$ cat src/rtl/serial_subtractor_pkg.sv
// rtl/serial_subtractor_pkg.sv - shared FSM state type and counter sizing for the bit-serial subtractor
package serial_subtractor_pkg;

  typedef enum logic [1:0] {
    IDLE  = 2'd0,
    SHIFT = 2'd1,
    DONE  = 2'd2
  } state_t;

  // Bit counter width; never below 1 so the counter always exists.
  function automatic int cnt_width(input int width);
    return (width <= 2) ? 1 : $clog2(width);
  endfunction

endpackage

$ cat src/rtl/serial_subtractor_full_subtractor.sv
// rtl/serial_subtractor_full_subtractor.sv - combinational one-bit full-subtractor cell
module full_subtractor (
  input  logic a,
  input  logic b,
  input  logic bin,
  output logic d,
  output logic bout
);

  assign d    = a ^ b ^ bin;
  assign bout = (~a & b) | (~(a ^ b) & bin);

endmodule

$ cat src/rtl/serial_subtractor.sv
// rtl/serial_subtractor.sv - bit-serial A-B with registered borrow and optional cut-chain low bits
module serial_subtractor
  import serial_subtractor_pkg::*;
#(
  parameter int WIDTH       = 8,
  parameter int APPROX_BITS = 0
) (
  input  logic             clk,
  input  logic             rst,
  input  logic             in_valid,
  output logic             in_ready,
  input  logic [WIDTH-1:0] a,
  input  logic [WIDTH-1:0] b,
  output logic             out_valid,
  input  logic             out_ready,
  output logic [WIDTH-1:0] diff,
  output logic             borrow_out
);

  localparam int CW = cnt_width(WIDTH);
  localparam logic [CW:0]   APPROX_LIM = (CW+1)'(APPROX_BITS);
  localparam logic [CW-1:0] LAST_BIT   = CW'(WIDTH - 1);

  state_t           state;
  logic [WIDTH-1:0] a_sh;
  logic [WIDTH-1:0] b_sh;
  logic [CW-1:0]    cnt;
  logic             bin_q;

  logic approx;
  logic cell_bin;
  logic cell_d;
  logic cell_bout;
  logic bout_eff;

  // Low positions run the cell with no borrow in and drop its borrow out.
  assign approx   = ({1'b0, cnt} < APPROX_LIM);
  assign cell_bin = approx ? 1'b0 : bin_q;
  assign bout_eff = approx ? 1'b0 : cell_bout;

  full_subtractor u_cell (
    .a    (a_sh[0]),
    .b    (b_sh[0]),
    .bin  (cell_bin),
    .d    (cell_d),
    .bout (cell_bout)
  );

  always_ff @(posedge clk or posedge rst) begin
    if (rst) begin
      state      <= IDLE;
      a_sh       <= '0;
      b_sh       <= '0;
      cnt        <= '0;
      bin_q      <= 1'b0;
      diff       <= '0;
      borrow_out <= 1'b0;
      in_ready   <= 1'b1;
      out_valid  <= 1'b0;
    end else begin
      case (state)
        IDLE: begin
          if (in_valid) begin
            a_sh     <= a;
            b_sh     <= b;
            cnt      <= '0;
            bin_q    <= 1'b0;
            in_ready <= 1'b0;
            state    <= SHIFT;
          end
        end
        SHIFT: begin
          a_sh  <= a_sh >> 1;
          b_sh  <= b_sh >> 1;
          diff  <= {cell_d, diff[WIDTH-1:1]};
          bin_q <= bout_eff;
          cnt   <= cnt + 1'b1;
          if (cnt == LAST_BIT) begin
            borrow_out <= bout_eff;
            out_valid  <= 1'b1;
            state      <= DONE;
          end
        end
        DONE: begin
          // Returning to IDLE here keeps a new accept at least one edge after consume.
          if (out_ready) begin
            out_valid <= 1'b0;
            in_ready  <= 1'b1;
            state     <= IDLE;
          end
        end
        default: begin
          out_valid <= 1'b0;
          in_ready  <= 1'b1;
          state     <= IDLE;
        end
      endcase
    end
  end

endmodule

$ cat config.mk
export PLATFORM = sky130hd
export DESIGN_NAME = serial_subtractor
export DESIGN_NICKNAME = d
export VERILOG_FILES = /design/src/rtl/serial_subtractor_pkg.sv /design/src/rtl/serial_subtractor_full_subtractor.sv /design/src/rtl/serial_subtractor.sv
export SDC_FILE = /design/constraint.sdc
export NUM_CORES = 1
export LEC_CHECK = 0
export BUFFER_PORTS_ARGS = -buffer_cell sky130_fd_sc_hd__buf_4
export CORE_MARGIN = 5
export CORE_UTILIZATION = 40
export CTS_BUF_LIST = sky130_fd_sc_hd__clkbuf_8
export CTS_CLUSTER_SIZE = 24
export DETAILED_ROUTE_END_ITERATION = 8
export PLACE_DENSITY = 0.66
export SLEW_MARGIN = 20
export SYNTH_ARGS = -nofsm -noshare
export SYNTH_HDL_FRONTEND = slang
export SYNTH_SLANG_ARGS = --single-unit
$ cat constraint.sdc
create_clock -name clk -period 1.23 [get_ports clk]
set_input_delay 0.123 -clock clk [delete_from_list [all_inputs] [get_ports clk]]
set_output_delay 0.123 -clock clk [all_outputs]
set_load 0.05 [all_outputs]
==> impl_metrics.env <==
export IMPL_start_util_pct=41.9
export IMPL_preCtsSetupSlack_ns=-0.0438
export IMPL_maxSlewViolCount=0
export IMPL_max_cap_violations=0
export IMPL_p_int_mw=3.40
export IMPL_drc=0
export IMPL_avgSynthCellArea_sq_um=11.6
export IMPL_worstSetupPathType="flop to flop"
export IMPL_seqPwrFrac_pct=34.3
export IMPL_core_area_sq_um=3690
export IMPL_avgRoutedWirePerCell_um=14.1
export IMPL_cp_required_ns=1.40
export IMPL_fin_ws_ns=-0.00513
export IMPL_skew_ns=0.00559
export IMPL_start_kind="flop"
export IMPL_post_route_period_util_pct=100
export IMPL_finalHoldViolations=0
export IMPL_synth_common_cells="dfrtp_1, inv_1, nor2_1"
export IMPL_power_share_clock_pct=13.8
export IMPL_status="complete, but fails checks"
export IMPL_grt_max_degree=34
export IMPL_viasPerCell=5.19
export IMPL_num_io_pins=31
export IMPL_synth_top_cell_area_share_pct=51.9
export IMPL_via_count=1178
export IMPL_cpPeakStageDelay_ns=0.47
export IMPL_combPwrFrac_pct=51.9
export IMPL_fmaxAchievable_mhz=810
export IMPL_crit_slowest_cell="fa_1"
export IMPL_design_die_area_sq_um=5200
export IMPL_cts_tree="yes"
export IMPL_synth_top_area_cell="dfrtp_1"
export IMPL_synth_edf_count=0
export IMPL_io_buffers=30
export IMPL_syn_num_nets=156
export IMPL_clockRootBuffer="clkbuf_8"
export IMPL_rsz0062_at_grt="yes"
export IMPL_async_reset_ff_share_pct=100
export IMPL_yosys_cell_types_count=30
export IMPL_ir_worst_vdd_v=0.00123
export IMPL_crit_arrival_ns=1.40
export IMPL_violations="setup timing"
export IMPL_grt_use_total_pct=13.3
export IMPL_place_hpwl_um=2350
export IMPL_area_growth_pct=33.1
export IMPL_syn_cell_area_sq_um=1540
export IMPL_synthFlopType="dfrtp_1"
export IMPL_drtPass1Iterations=4
export IMPL_clockBufferDepth=2
export IMPL_grt_pass1_vias=1168
export IMPL_worstSetupEndpointType="flop"
export IMPL_wl_um=3210
export IMPL_p_sw_share_pct=40.2
export IMPL_setup_viol=1
export IMPL_power_density_nw_per_um2=2770
export IMPL_synth_ff_latch_count=33
export IMPL_yosysWarningCount=0
export IMPL_min_path_type="primary input to flop"
export IMPL_p_total_mw=5.69
export IMPL_antenna_found_initial=0
export IMPL_clk_latency_ns=0.28
export IMPL_leakage_nw=0.935
export IMPL_final_nets=202
export IMPL_synthCells=133
export IMPL_fin_crit_ns=1.24
export IMPL_drtIter0Drc=60
export IMPL_htreeDepth=2
export IMPL_crit_chain="inv_1 -> fa_1 -> mux2_4"
export IMPL_die_h_um=72.1
export IMPL_rows=22
export IMPL_power_switching_mw=2.29
export IMPL_tns_ns=-0.00513
export IMPL_drive_above_1_share_pct=45.8
export IMPL_yosys_top_cells_area="dfrtp_1, mux2_2, o221a_2, a21oi_1, nor3_1"
export IMPL_synth_most_common_cell="dfrtp_1"
export IMPL_grt_pass1_wl_um=5310
export IMPL_rrSetupSlack_ns=-0.005
export IMPL_n_antenna_cell=0
export IMPL_ant_nets=0
export IMPL_ys_seq_area_share_pct=53.6
export IMPL_final_util_pct=55.7
export IMPL_tightest_slew_ns=0.406
export IMPL_die_width_um=72.1
export IMPL_cts_sinks=33
export IMPL_grt_remaining_overflow=0
export IMPL_clk_pin_slew_worst_paths_ns=0.06
export IMPL_gp_congestion=0.792
export IMPL_crit_fanout=2
export IMPL_cts_inserted_buffers=5
export IMPL_relSlewSlack_pct=72.9
-- per-layer routing --
layer / wire length, um / GRT usage (%) / part of all wire (%)
met3: 179 / 5.26 / 5.6
met2: 1580 / 22.0 / 49
met1: 1410 / 15.7 / 44
met4: 38 / 4.38 / 1.2
met5: 0 / 0 / 0
-- registers in the layout, indices dropped and copies added, names as in the netlist --
register / cells
a_sh: 8
b_sh: 8
bin_q: 1
borrow_out: 1
cnt: 3
diff: 8
in_ready: 1
out_valid: 1
state: 2
-- worst paths after layout --
kind,start,endpoint,cells past startpoint
worst max-delay path,bin_q,diff[7],3
worst min-delay path,out_ready,state[1],2
worst max register to register,bin_q,diff[7],3
worst min register to register,in_ready,in_ready,2
max in group asynchronous,rst,in_ready,4
min in group asynchronous,rst,diff[6],4
-- metrics by stage --
| stage | cell area, sq um | instances | hold slack (ns) |
|---|---|---|---|
| 5_1_grt | 2050 | 227 | 0.0160 |
| 3_5_place_dp | 1880 | 217 | 0.241 |
| 3_3_place_gp | 1880 | 217 | 0.236 |
| 6_report | 2050 | 227 | 0.0211 |
| 4_1_cts | 2000 | 226 | 0.0142 |
| 2_1_floorplan | 1540 | 133 | 0.209 |
-- layout by cell type (no fill, tap or decap), types with 2 or more instances in the layout --
cell / netlist / final
buf_6: 3 / 2
nor2_1: 10 / 9
buf_4: 2 / 41
a22o_1: 2 / 2
o22a_1: 4 / 4
nor3_1: 8 / 8
o21ai_1: 0 / 2
nand3b_1: 3 / 3
dfrtp_1: 32 / 31
nand2_1: 6 / 6
o21ai_0: 7 / 5
nor3b_2: 2 / 3
inv_2: 1 / 2
o221a_2: 6 / 6
mux2_2: 8 / 7
inv_1: 10 / 10
a221oi_2: 0 / 3
a21oi_1: 9 / 9
clkbuf_8: 0 / 6
nor2_4: 1 / 2
-- area by class of cell --
type,instances,area [sq um]
fillers,330,1630
flip-flops and latches,33,828
multi-input cells,83,678
repair buffers,45,360
clock buffers,6,82.6
well taps,48,60.1
inverters,11,41.3
clock inverters,1,3.75
-- power by group through the flow --
stage	clock network (mW)	logic (mW)	registers [mW]
2_1_floorplan	0	1.40	2.51
3_3_place_gp	0	2.69	1.92
3_5_place_dp	0	2.76	1.96
4_1_cts	0.824	2.85	1.94
5_1_grt	0.855	3.19	2.03
6_report	0.783	2.95	1.95
-- kinds of logic after synthesis --
kind of cell,count (synthesis),share of synthesized area (%)
flip-flops,33,53.6
buffers and inverters,18,6.48
adder cells (fa/ha/maj),3,2.92
AND/OR/NAND/NOR,35,13.4
AO/OA/AOI/OAI,36,17.8
multiplexers,8,5.83
-- critical path: cells and delay by family (launching register included) --
family / cells / cell delay, ns
multiplexers: 1 / 0.26
flip-flops: 1 / 0.32
buffers and inverters: 1 / 0.06
adder cells (fa/ha/maj): 1 / 0.47
-- what timing repair did --
item	CTS	global route
hold buffers	1	0
pin swaps	1	4
setup buffers	1	0
hold endpoints to repair	32	0
gates cloned	0	1
resized for setup	4	12
endpoints found under the setup margin	4	16
Note: power is estimated with default switching activity, not from simulation.
